--- config.mk ---
export PLATFORM = sky130hd
export DESIGN_NAME = divider
export DESIGN_NICKNAME = d
export VERILOG_FILES = /design/src/rtl/divider.sv
export SDC_FILE = /design/constraint.sdc
export NUM_CORES = 1
export LEC_CHECK = 0
export CAP_MARGIN = 10
export CORE_ASPECT_RATIO = 0.8
export CORE_MARGIN = 4
export CORE_UTILIZATION = 49
export CTS_BUF_LIST = sky130_fd_sc_hd__clkbuf_16
export CTS_CLUSTER_DIAMETER = 120
export DETAILED_ROUTE_END_ITERATION = 10
export GPL_TIMING_DRIVEN = 0
export PLACE_DENSITY = 0.76
export RECOVER_POWER = 25
export SYNTH_ARGS = -nofsm -noshare
export SYNTH_HDL_FRONTEND = slang
export SYNTH_SLANG_ARGS = --single-unit
--- constraint.sdc ---
create_clock -name Clk -period 2.4 [get_ports Clk]
set_input_delay 0.48 -clock Clk [delete_from_list [all_inputs] [get_ports Clk]]
set_output_delay 0.48 -clock Clk [all_outputs]
set_load 0.01 [all_outputs]
--- src/rtl/divider.sv ---
// divider: 8-bit iterative restoring divider, one quotient bit per cycle.
// Optional signed mode is enabled by defining DIVIDER_SIGNED_EN; without it
// the block is unsigned only and has no FIX state.
module divider (
    input  logic       Clk,
    input  logic       Reset,
    input  logic       Run,
    input  logic [7:0] Dividend,
    input  logic [7:0] Divisor,
    output logic [7:0] Quotient,
    output logic [7:0] Remainder,
    output logic       Busy,
    output logic       Done,
    output logic       DivZero
);

`ifdef DIVIDER_SIGNED_EN
    typedef enum logic [1:0] {IDLE, CALC, FIX, DONE} state_t;
`else
    typedef enum logic [1:0] {IDLE, CALC, DONE} state_t;
`endif

    state_t      state_q, state_d;
    logic [7:0]  qreg_q, qreg_d;     // shifting dividend / quotient register
    logic [7:0]  dreg_q, dreg_d;     // captured divisor (magnitude)
    // The partial remainder always stays below the divisor, so its ninth bit
    // is constantly zero and only the low byte needs to be stored.
    logic [7:0]  rem_q, rem_d;
    logic [2:0]  cnt_q, cnt_d;
    logic [7:0]  quot_q, quot_d;
    logic [7:0]  remo_q, remo_d;
    logic        busy_q, busy_d;
    logic        done_q, done_d;
    logic        dz_q, dz_d;
    logic [8:0]  shift;
    logic [8:0]  trial;
`ifdef DIVIDER_SIGNED_EN
    logic        qneg_q, qneg_d;     // quotient must be negated in FIX
    logic        rneg_q, rneg_d;     // remainder must be negated in FIX
`endif

    // Next-state, datapath and registered-output computation.
    always_comb begin
        state_d = state_q;
        qreg_d  = qreg_q;
        dreg_d  = dreg_q;
        rem_d   = rem_q;
        cnt_d   = cnt_q;
        quot_d  = quot_q;
        remo_d  = remo_q;
        busy_d  = busy_q;
        done_d  = done_q;
        dz_d    = dz_q;
`ifdef DIVIDER_SIGNED_EN
        qneg_d  = qneg_q;
        rneg_d  = rneg_q;
`endif
        shift = {rem_q, qreg_q[7]};
        trial = shift + {1'b1, ~dreg_q} + 9'd1;

        case (state_q)
            IDLE: begin
                if (Run) begin
                    if (Divisor == '0) begin
                        state_d = DONE;
                        quot_d  = '1;
                        remo_d  = Dividend;
                        dz_d    = 1'b1;
                        busy_d  = 1'b0;
                        done_d  = 1'b1;
                    end else begin
                        state_d = CALC;
`ifdef DIVIDER_SIGNED_EN
                        qreg_d  = Dividend[7] ? (~Dividend + 8'd1) : Dividend;
                        dreg_d  = Divisor[7]  ? (~Divisor + 8'd1)  : Divisor;
                        qneg_d  = Dividend[7] ^ Divisor[7];
                        rneg_d  = Dividend[7];
`else
                        qreg_d  = Dividend;
                        dreg_d  = Divisor;
`endif
                        rem_d   = '0;
                        cnt_d   = '0;
                        dz_d    = 1'b0;
                        busy_d  = 1'b1;
                        done_d  = 1'b0;
                    end
                end
            end
            CALC: begin
                if (!trial[8]) begin
                    rem_d  = trial[7:0];
                    qreg_d = {qreg_q[6:0], 1'b1};
                end else begin
                    rem_d  = shift[7:0];
                    qreg_d = {qreg_q[6:0], 1'b0};
                end
                cnt_d = cnt_q + 3'd1;
                if (cnt_q == 3'd7) begin
`ifdef DIVIDER_SIGNED_EN
                    state_d = FIX;
`else
                    state_d = DONE;
                    quot_d  = qreg_d;
                    remo_d  = rem_d;
                    busy_d  = 1'b0;
                    done_d  = 1'b1;
`endif
                end
            end
`ifdef DIVIDER_SIGNED_EN
            FIX: begin
                state_d = DONE;
                quot_d  = qneg_q ? (~qreg_q + 8'd1) : qreg_q;
                remo_d  = rneg_q ? (~rem_q + 8'd1) : rem_q;
                busy_d  = 1'b0;
                done_d  = 1'b1;
            end
`endif
            DONE: begin
                if (!Run) begin
                    state_d = IDLE;
                    done_d  = 1'b0;
                end
            end
            default: begin
                state_d = IDLE;
                busy_d  = 1'b0;
                done_d  = 1'b0;
            end
        endcase
    end

    // State and output registers with synchronous reset.
    always_ff @(posedge Clk) begin
        if (Reset) begin
            state_q <= IDLE;
            qreg_q  <= '0;
            dreg_q  <= '0;
            rem_q   <= '0;
            cnt_q   <= '0;
            quot_q  <= '0;
            remo_q  <= '0;
            busy_q  <= 1'b0;
            done_q  <= 1'b0;
            dz_q    <= 1'b0;
`ifdef DIVIDER_SIGNED_EN
            qneg_q  <= 1'b0;
            rneg_q  <= 1'b0;
`endif
        end else begin
            state_q <= state_d;
            qreg_q  <= qreg_d;
            dreg_q  <= dreg_d;
            rem_q   <= rem_d;
            cnt_q   <= cnt_d;
            quot_q  <= quot_d;
            remo_q  <= remo_d;
            busy_q  <= busy_d;
            done_q  <= done_d;
            dz_q    <= dz_d;
`ifdef DIVIDER_SIGNED_EN
            qneg_q  <= qneg_d;
            rneg_q  <= rneg_d;
`endif
        end
    end

    assign Quotient  = quot_q;
    assign Remainder = remo_q;
    assign Busy      = busy_q;
    assign Done      = done_q;
    assign DivZero   = dz_q;

endmodule

-- Word level (Yosys, flattened, before mapping)
Index checks and enable logic that the tools add are counted.
- $add $sub $neg: 3
- equality and inequality tests: 8
- multiplexer cells: 33
- bitwise operators: 3
- reductions and logical operators: 9
- operators by type and width (cell ; number):
    8-bit two-way mux ; 11
    8-bit one-hot mux with 2 select lines ; 4
    3-bit AND reduction ; 4
    2-bit != test (second input constant) ; 5
    9-bit by 1-bit adder with 9-bit output (second input constant) ; 1
    9-bit adder ; 1
    8-bit zero test ; 1
    1-bit two-way mux ; 8
    2-bit two-way mux ; 4
    8-bit inverter ; 1
    3-bit two-way mux ; 2
    1-bit one-hot mux with 3 select lines ; 2
    2-bit one-hot mux with 3 select lines ; 1
    3-bit one-hot mux with 2 select lines ; 1
    4-bit AND reduction ; 1
    3-bit by 1-bit adder with 3-bit output (second input constant) ; 1
    3-bit == test (second input constant) ; 1
    2-bit by 1-bit == test with 1-bit output (second input constant) ; 1
    2-bit == test (second input constant) ; 1
    2-bit zero test ; 1
    1-bit inverter ; 2
    2-bit AND reduction ; 1
    2-bit nonzero test ; 1
- bits in registers: 48
- input port bits: 19
- logic and storage cells: 66

-- Logic depth before layout (Yosys ltp)
- depth after elaboration: 6
- depth in mapped cells: 12
- gate-level depth less buffers: 10

-- Least setup slack after synthesis
No wires, ideal clock.
- path kind: flip-flop to flip-flop
- start: reg qreg_q[7]
- end: reg remo_q[0] (netlist: Remainder[0])
- arrival: 2.388 ns
- data required time: 2.326 ns
- setup slack: -0.062 ns
- stages on the path, launching flop included: 12
- buffers on the path: 1
- cells stage by stage: dfxtp_1 > inv_1 > ha_1 > inv_1 > fa_1 > a211oi_2 > nor3_2 > mux2i_2 > or2_1 > buf_6 > or4_4 > o211ai_2
- word-level cells in the longest chain between the ends: 5
- RTL lines (element ; RTL line ; text):
    start, declared ; 24 ; logic [7:0] qreg_q, qreg_d;
    start signal, assigned ; 153 ; qreg_q <= qreg_d;
    9-bit adder ; 59 ; trial = shift + {1'b1, ~dreg_q} + 9'd1;
    9-bit by 1-bit adder with 9-bit output ; 59 ;
    8-bit two-way mux * ; 91 ; if (!trial[8]) begin
    8-bit two-way mux * ; 99 ; if (cnt_q == 3'd7) begin
    8-bit one-hot mux with 2 select lines * ; 61 ; case (state_q)
    end signal, assigned ; 158 ; remo_q <= remo_d;
    end, declared ; 31 ; logic [7:0] remo_q, remo_d;
Mark *: on every way between the ends. The rest lies on a longest branch, timed or not. The select of a mux whose other input is x is not followed.
A chain may end at the register's enable or synchronous reset.

-- Worst setup path after layout
- start: reg qreg_q[7]
- end: reg remo_q[4] (netlist: Remainder[4])
- word-level cells in the longest chain between the ends: 5
- RTL lines (element ; RTL line):
    9-bit adder ; 59
    9-bit by 1-bit adder with 9-bit output ; 59
    8-bit two-way mux ; 91
    8-bit two-way mux ; 99
    8-bit one-hot mux with 2 select lines ; 61
Every way passes these cells. The select of a mux whose other input is x is not followed.

==> results <==
-- worst max-delay path, cell delays in order, from the launching register on --
cell and delay, ns:
sky130_fd_sc_hd__dfxtp_2 0.33, sky130_fd_sc_hd__inv_2 0.07, sky130_fd_sc_hd__ha_4 0.13, sky130_fd_sc_hd__inv_2 0.03
sky130_fd_sc_hd__fa_2 0.36, sky130_fd_sc_hd__a211oi_4 0.26, sky130_fd_sc_hd__nor3_2 0.09, sky130_fd_sc_hd__mux2i_2 0.19
sky130_fd_sc_hd__or2_1 0.26, sky130_fd_sc_hd__buf_6 0.15, sky130_fd_sc_hd__or4_4 0.49, sky130_fd_sc_hd__nand3_2 0.09
-- power by group --
part | internal [mW] | total (mW) | leakage, nW | switching [mW]
registers | 0.852 | 0.904 | 0.385 | 0.0524
clock network | 0.486 | 0.782 | 0.0812 | 0.295
logic | 0.603 | 1.27 | 0.881 | 0.671
-- synth_stat cells (2+ instances only) --
master,instances,area (um2)
sky130_fd_sc_hd__a311oi_2,8,120
sky130_fd_sc_hd__or4_4,2,22.5
sky130_fd_sc_hd__a22oi_1,3,22.5
sky130_fd_sc_hd__nand2_1,29,109
sky130_fd_sc_hd__inv_1,17,63.8
sky130_fd_sc_hd__a21oi_1,26,130
sky130_fd_sc_hd__a32o_1,5,50.1
sky130_fd_sc_hd__o21bai_1,4,30.0
sky130_fd_sc_hd__or4_1,6,45.0
sky130_fd_sc_hd__nand2b_1,6,37.5
sky130_fd_sc_hd__nand3b_1,2,15.0
sky130_fd_sc_hd__nor4_1,5,31.3
sky130_fd_sc_hd__dfxtp_1,47,941
sky130_fd_sc_hd__or3_1,4,25.0
sky130_fd_sc_hd__nor2_1,37,139
sky130_fd_sc_hd__o2bb2ai_1,3,26.3
sky130_fd_sc_hd__or2_1,2,12.5
sky130_fd_sc_hd__o21a_1,3,22.5
sky130_fd_sc_hd__ha_1,10,125
sky130_fd_sc_hd__nand4_1,2,12.5
sky130_fd_sc_hd__xor2_1,3,26.3
sky130_fd_sc_hd__nand3_1,4,20.0
sky130_fd_sc_hd__nor3_1,20,100
sky130_fd_sc_hd__buf_6,6,67.6
sky130_fd_sc_hd__o21ai_0,13,65.1
sky130_fd_sc_hd__nor2b_1,2,12.5
sky130_fd_sc_hd__nor2_2,3,18.8
sky130_fd_sc_hd__xnor2_1,2,17.5
sky130_fd_sc_hd__mux2i_1,8,80.1
sky130_fd_sc_hd__clkbuf_1,8,30.0
-- sequential cells by signal, summed over array words and instances (netlist names) --
register   count
Quotient       8
Remainder      8
dreg_q         8
qreg_q         8
rem_q          8
cnt_q          3
state_q        2
Busy           1
DivZero        1
-- per-layer routing --
metal  share of wire, %  track usage (%)  routed length, um
met5                  0                0                  0
met3                6.0             4.95                444
met1                 49             31.3               3630
met2                 44             35.7               3260
met4                1.7             7.47                125
-- cells by family (layout without fill, tap and decap cells) --
family | count (synthesis) | in the layout | share of synthesized area [%]
AO/OA/AOI/OAI | 76 | 76 | 21.6
adder cells (fa/ha/maj) | 11 | 11 | 5.42
AND/OR/NAND/NOR | 132 | 133 | 24.9
XOR/XNOR | 5 | 5 | 1.64
buffers and inverters | 36 | 89 | 7.76
multiplexers | 9 | 9 | 3.51
flip-flops | 47 | 47 | 35.2
-- through the flow --
stage                     power [mW]  hold slack [ns]  utilization, %  setup slack (ns)  TNS (ns)
after floorplan                 1.63            0.436               -           -0.0139   -0.0520
after global placement          1.88            0.446            61.0            -0.268     -4.97
after global routing            3.10            0.482            67.3            -0.182     -2.06
after CTS                       2.77            0.467            65.4            -0.117    -0.862
final                           2.96            0.468            67.3            -0.115    -0.806
after detailed placement        1.89            0.454            61.0            -0.287     -5.71
-- cell type report --
| cell class | count | share of cell area [%] |
|---|---|---|
| clock inverters | 3 | 1.12 |
| inverters | 17 | 1.84 |
| clock buffers | 5 | 3.61 |
| repair buffers | 45 | 12.9 |
| well taps | 62 | 2.24 |
| flip-flops and latches | 47 | 27.2 |
| plain buffers | 19 | 4.48 |
| multi-input cells | 234 | 46.6 |
-- worst paths after layout --
kind | startpoint | depth (start not counted) | end
setup reg to reg | qreg_q[7] | 11 | Remainder[4]
hold / removal | dreg_q[1] | 2 | dreg_q[1]
setup / recovery | qreg_q[7] | 11 | Remainder[4]
hold reg to reg | dreg_q[1] | 2 | dreg_q[1]
-- repair_timing --
| action | CTS | global route |
|---|---|---|
| pin swaps | 6 | 4 |
| gates cloned | 0 | 2 |
| hold endpoints to repair | 0 | 0 |
| endpoints found under the setup margin | 18 | 22 |
| resized for setup | 6 | 12 |
| buffers inserted | 5 | 2 |
==> results.md <==
STA:
- Measured against its own limit, the worst slew margin works out to 54.7%.
- The slew of the pin with the lowest slew margin is 0.680 ns.
- The worst path uses 105% of the clock period.
- The number of slew-limit violations in the final report is 0.
- Derived from the worst setup path, the maximum achievable clock frequency is 0.398 GHz.
- Across all setup checks in the final design, the least slack found is -0.115 ns.
- Setup repair after global routing could not meet its margin everywhere.
- Clock skew on the completed layout was measured at 0.00556 ns.
- Setup violations remaining at the end of the flow were counted as 14.
- After layout, the minimum clock period comes to 2.51 ns.
- The number of hold violations in the final report was 0.

Clocking:
- Clock-pin slew was measured on the worst setup and hold paths at 0.07 ns.
- The total number of H-tree levels is 2.
- The number of sinks handled by clock tree synthesis is 47.
- The clock latency on the worst-skew pair is 0.29 ns.
- The TritonCTS clock tree is yes.
- The number of buffers between clock root and the deepest sink is 2.
- The clock root buffer master is sky130_fd_sc_hd__clkbuf_16.
- After clock tree synthesis, the flow added hold-fix buffers numbering 0.
- The number of buffers created by CTS is 5.

Die:
- The die outline height is 74.1 um.
- The core region is 0.00515 mm2.
- The die outline area is 0.00672 mm2.
- The die is 90.6 um wide.
- Row generation in the floorplan step produced 23 rows.
- The count of pins on the block boundary is 38.
- The initial cell density of the core is 52.0%.

Run status:
- The final reports fail on setup timing.
- The flow ran to the end, but the final reports show violations.

Logic synthesis:
- The top flip-flop cell by instance count after synthesis is sky130_fd_sc_hd__dfxtp_1.
- The number of synthesized flops with an enable pin is 0.
- The netlist uses 56 different library cells.
- In this run, synthesis produced a sequential element count of 47.
- The synthesized instance count is 316.
- Dividing the synthesized area by the synthesized cell count gives 8.47 um2.
- The synthesis warning total is 0.
- The total standard cell area after synthesis is 0.00268 mm2.
- The sequential area share after synthesis is 35.2%.
- The share of async-settable or async-resettable flops after synthesis is 0%.
- The total nets after synthesis is 346.

Global routing:
- The first global-routing pass estimated 12.1 mm of wire.
- The pin count of the biggest net entering global routing is 15.
- The all-layer global routing usage is 22.6%.
- The initial antenna violation count is 0.
- The total congestion overflow after global routing is 0.
- The number of global-route vias before repair is 2,418.

Drt:
- The count of TritonRoute iterations in the first routing pass is 5.
- The number of vias per cell after detailed routing is 5.91.
- Once detail routing completed, the nets flagged for antenna violations numbered 0.
- The first routing iteration left 184 violations.
- For this block, the routed nets add up to 7.46 mm of wire.
- The average wire per standard cell is 17.3 um.
- The total via count after detailed routing is 2,551.
- For this run, design rule violations remaining after detail routing come to 0.

Final layout:
- The count of placed standard cells in the final layout, fillers left out is 432.
- The area of combinational cells with multiple inputs is 0.00161 mm2.
- Cells with a size suffix above 1 make up 17.3% of the layout.
- The combined flip-flop and latch cell area is 943 um2.
- In the layout the commonest cells are sky130_fd_sc_hd__dfxtp_1, sky130_fd_sc_hd__nor2_1, sky130_fd_sc_hd__nand2_1.
- In the final design database the tool counted 399 nets.
- The number of antenna diodes is 0.
- The final standard cell area without fillers is 0.00346 mm2.
- The leading cell type in the layout, fill and taps excluded is sky130_fd_sc_hd__dfxtp_1.
- The area growth from synthesis to layout is 29.5%.
- The number of filler instances in the final layout is 415.

Critical path:
- For the worst setup path, the data arrival time is 2.74 ns.
- Of all nets on the critical path, the largest fanout is 9.
- STA puts the critical path data required time at 2.63 ns.
- The worst setup path is captured at a flop.
- The critical path in this run is classified as reg2reg.
- The setup check on the worst reg-to-reg path leaves a slack of -0.11 ns.
- The category of the worst setup path launch point is a flop.

Power:
- The maximum ir drop on the vdd rail is 571 uV.
- For this design the static power due to leakage is 1.35 nW.
- Dividing total power by cell area gives a power density of 854 mW/mm2.

Place:
- In this run, placement finished with an instance count of 415.
- The count of buffers added on input and output ports is 37.
- Once placement finished, the instance area stood at 0.00314 mm2.
- The placed wire-length estimate is 5.15 mm.
- The placer congestion estimate is 0.854.

Worst hold path:
- In this run the worst hold path is classified as reg2reg.

Run:
- The max capacitance violation total is 0.
Note: power is estimated with default switching activity, not from simulation.
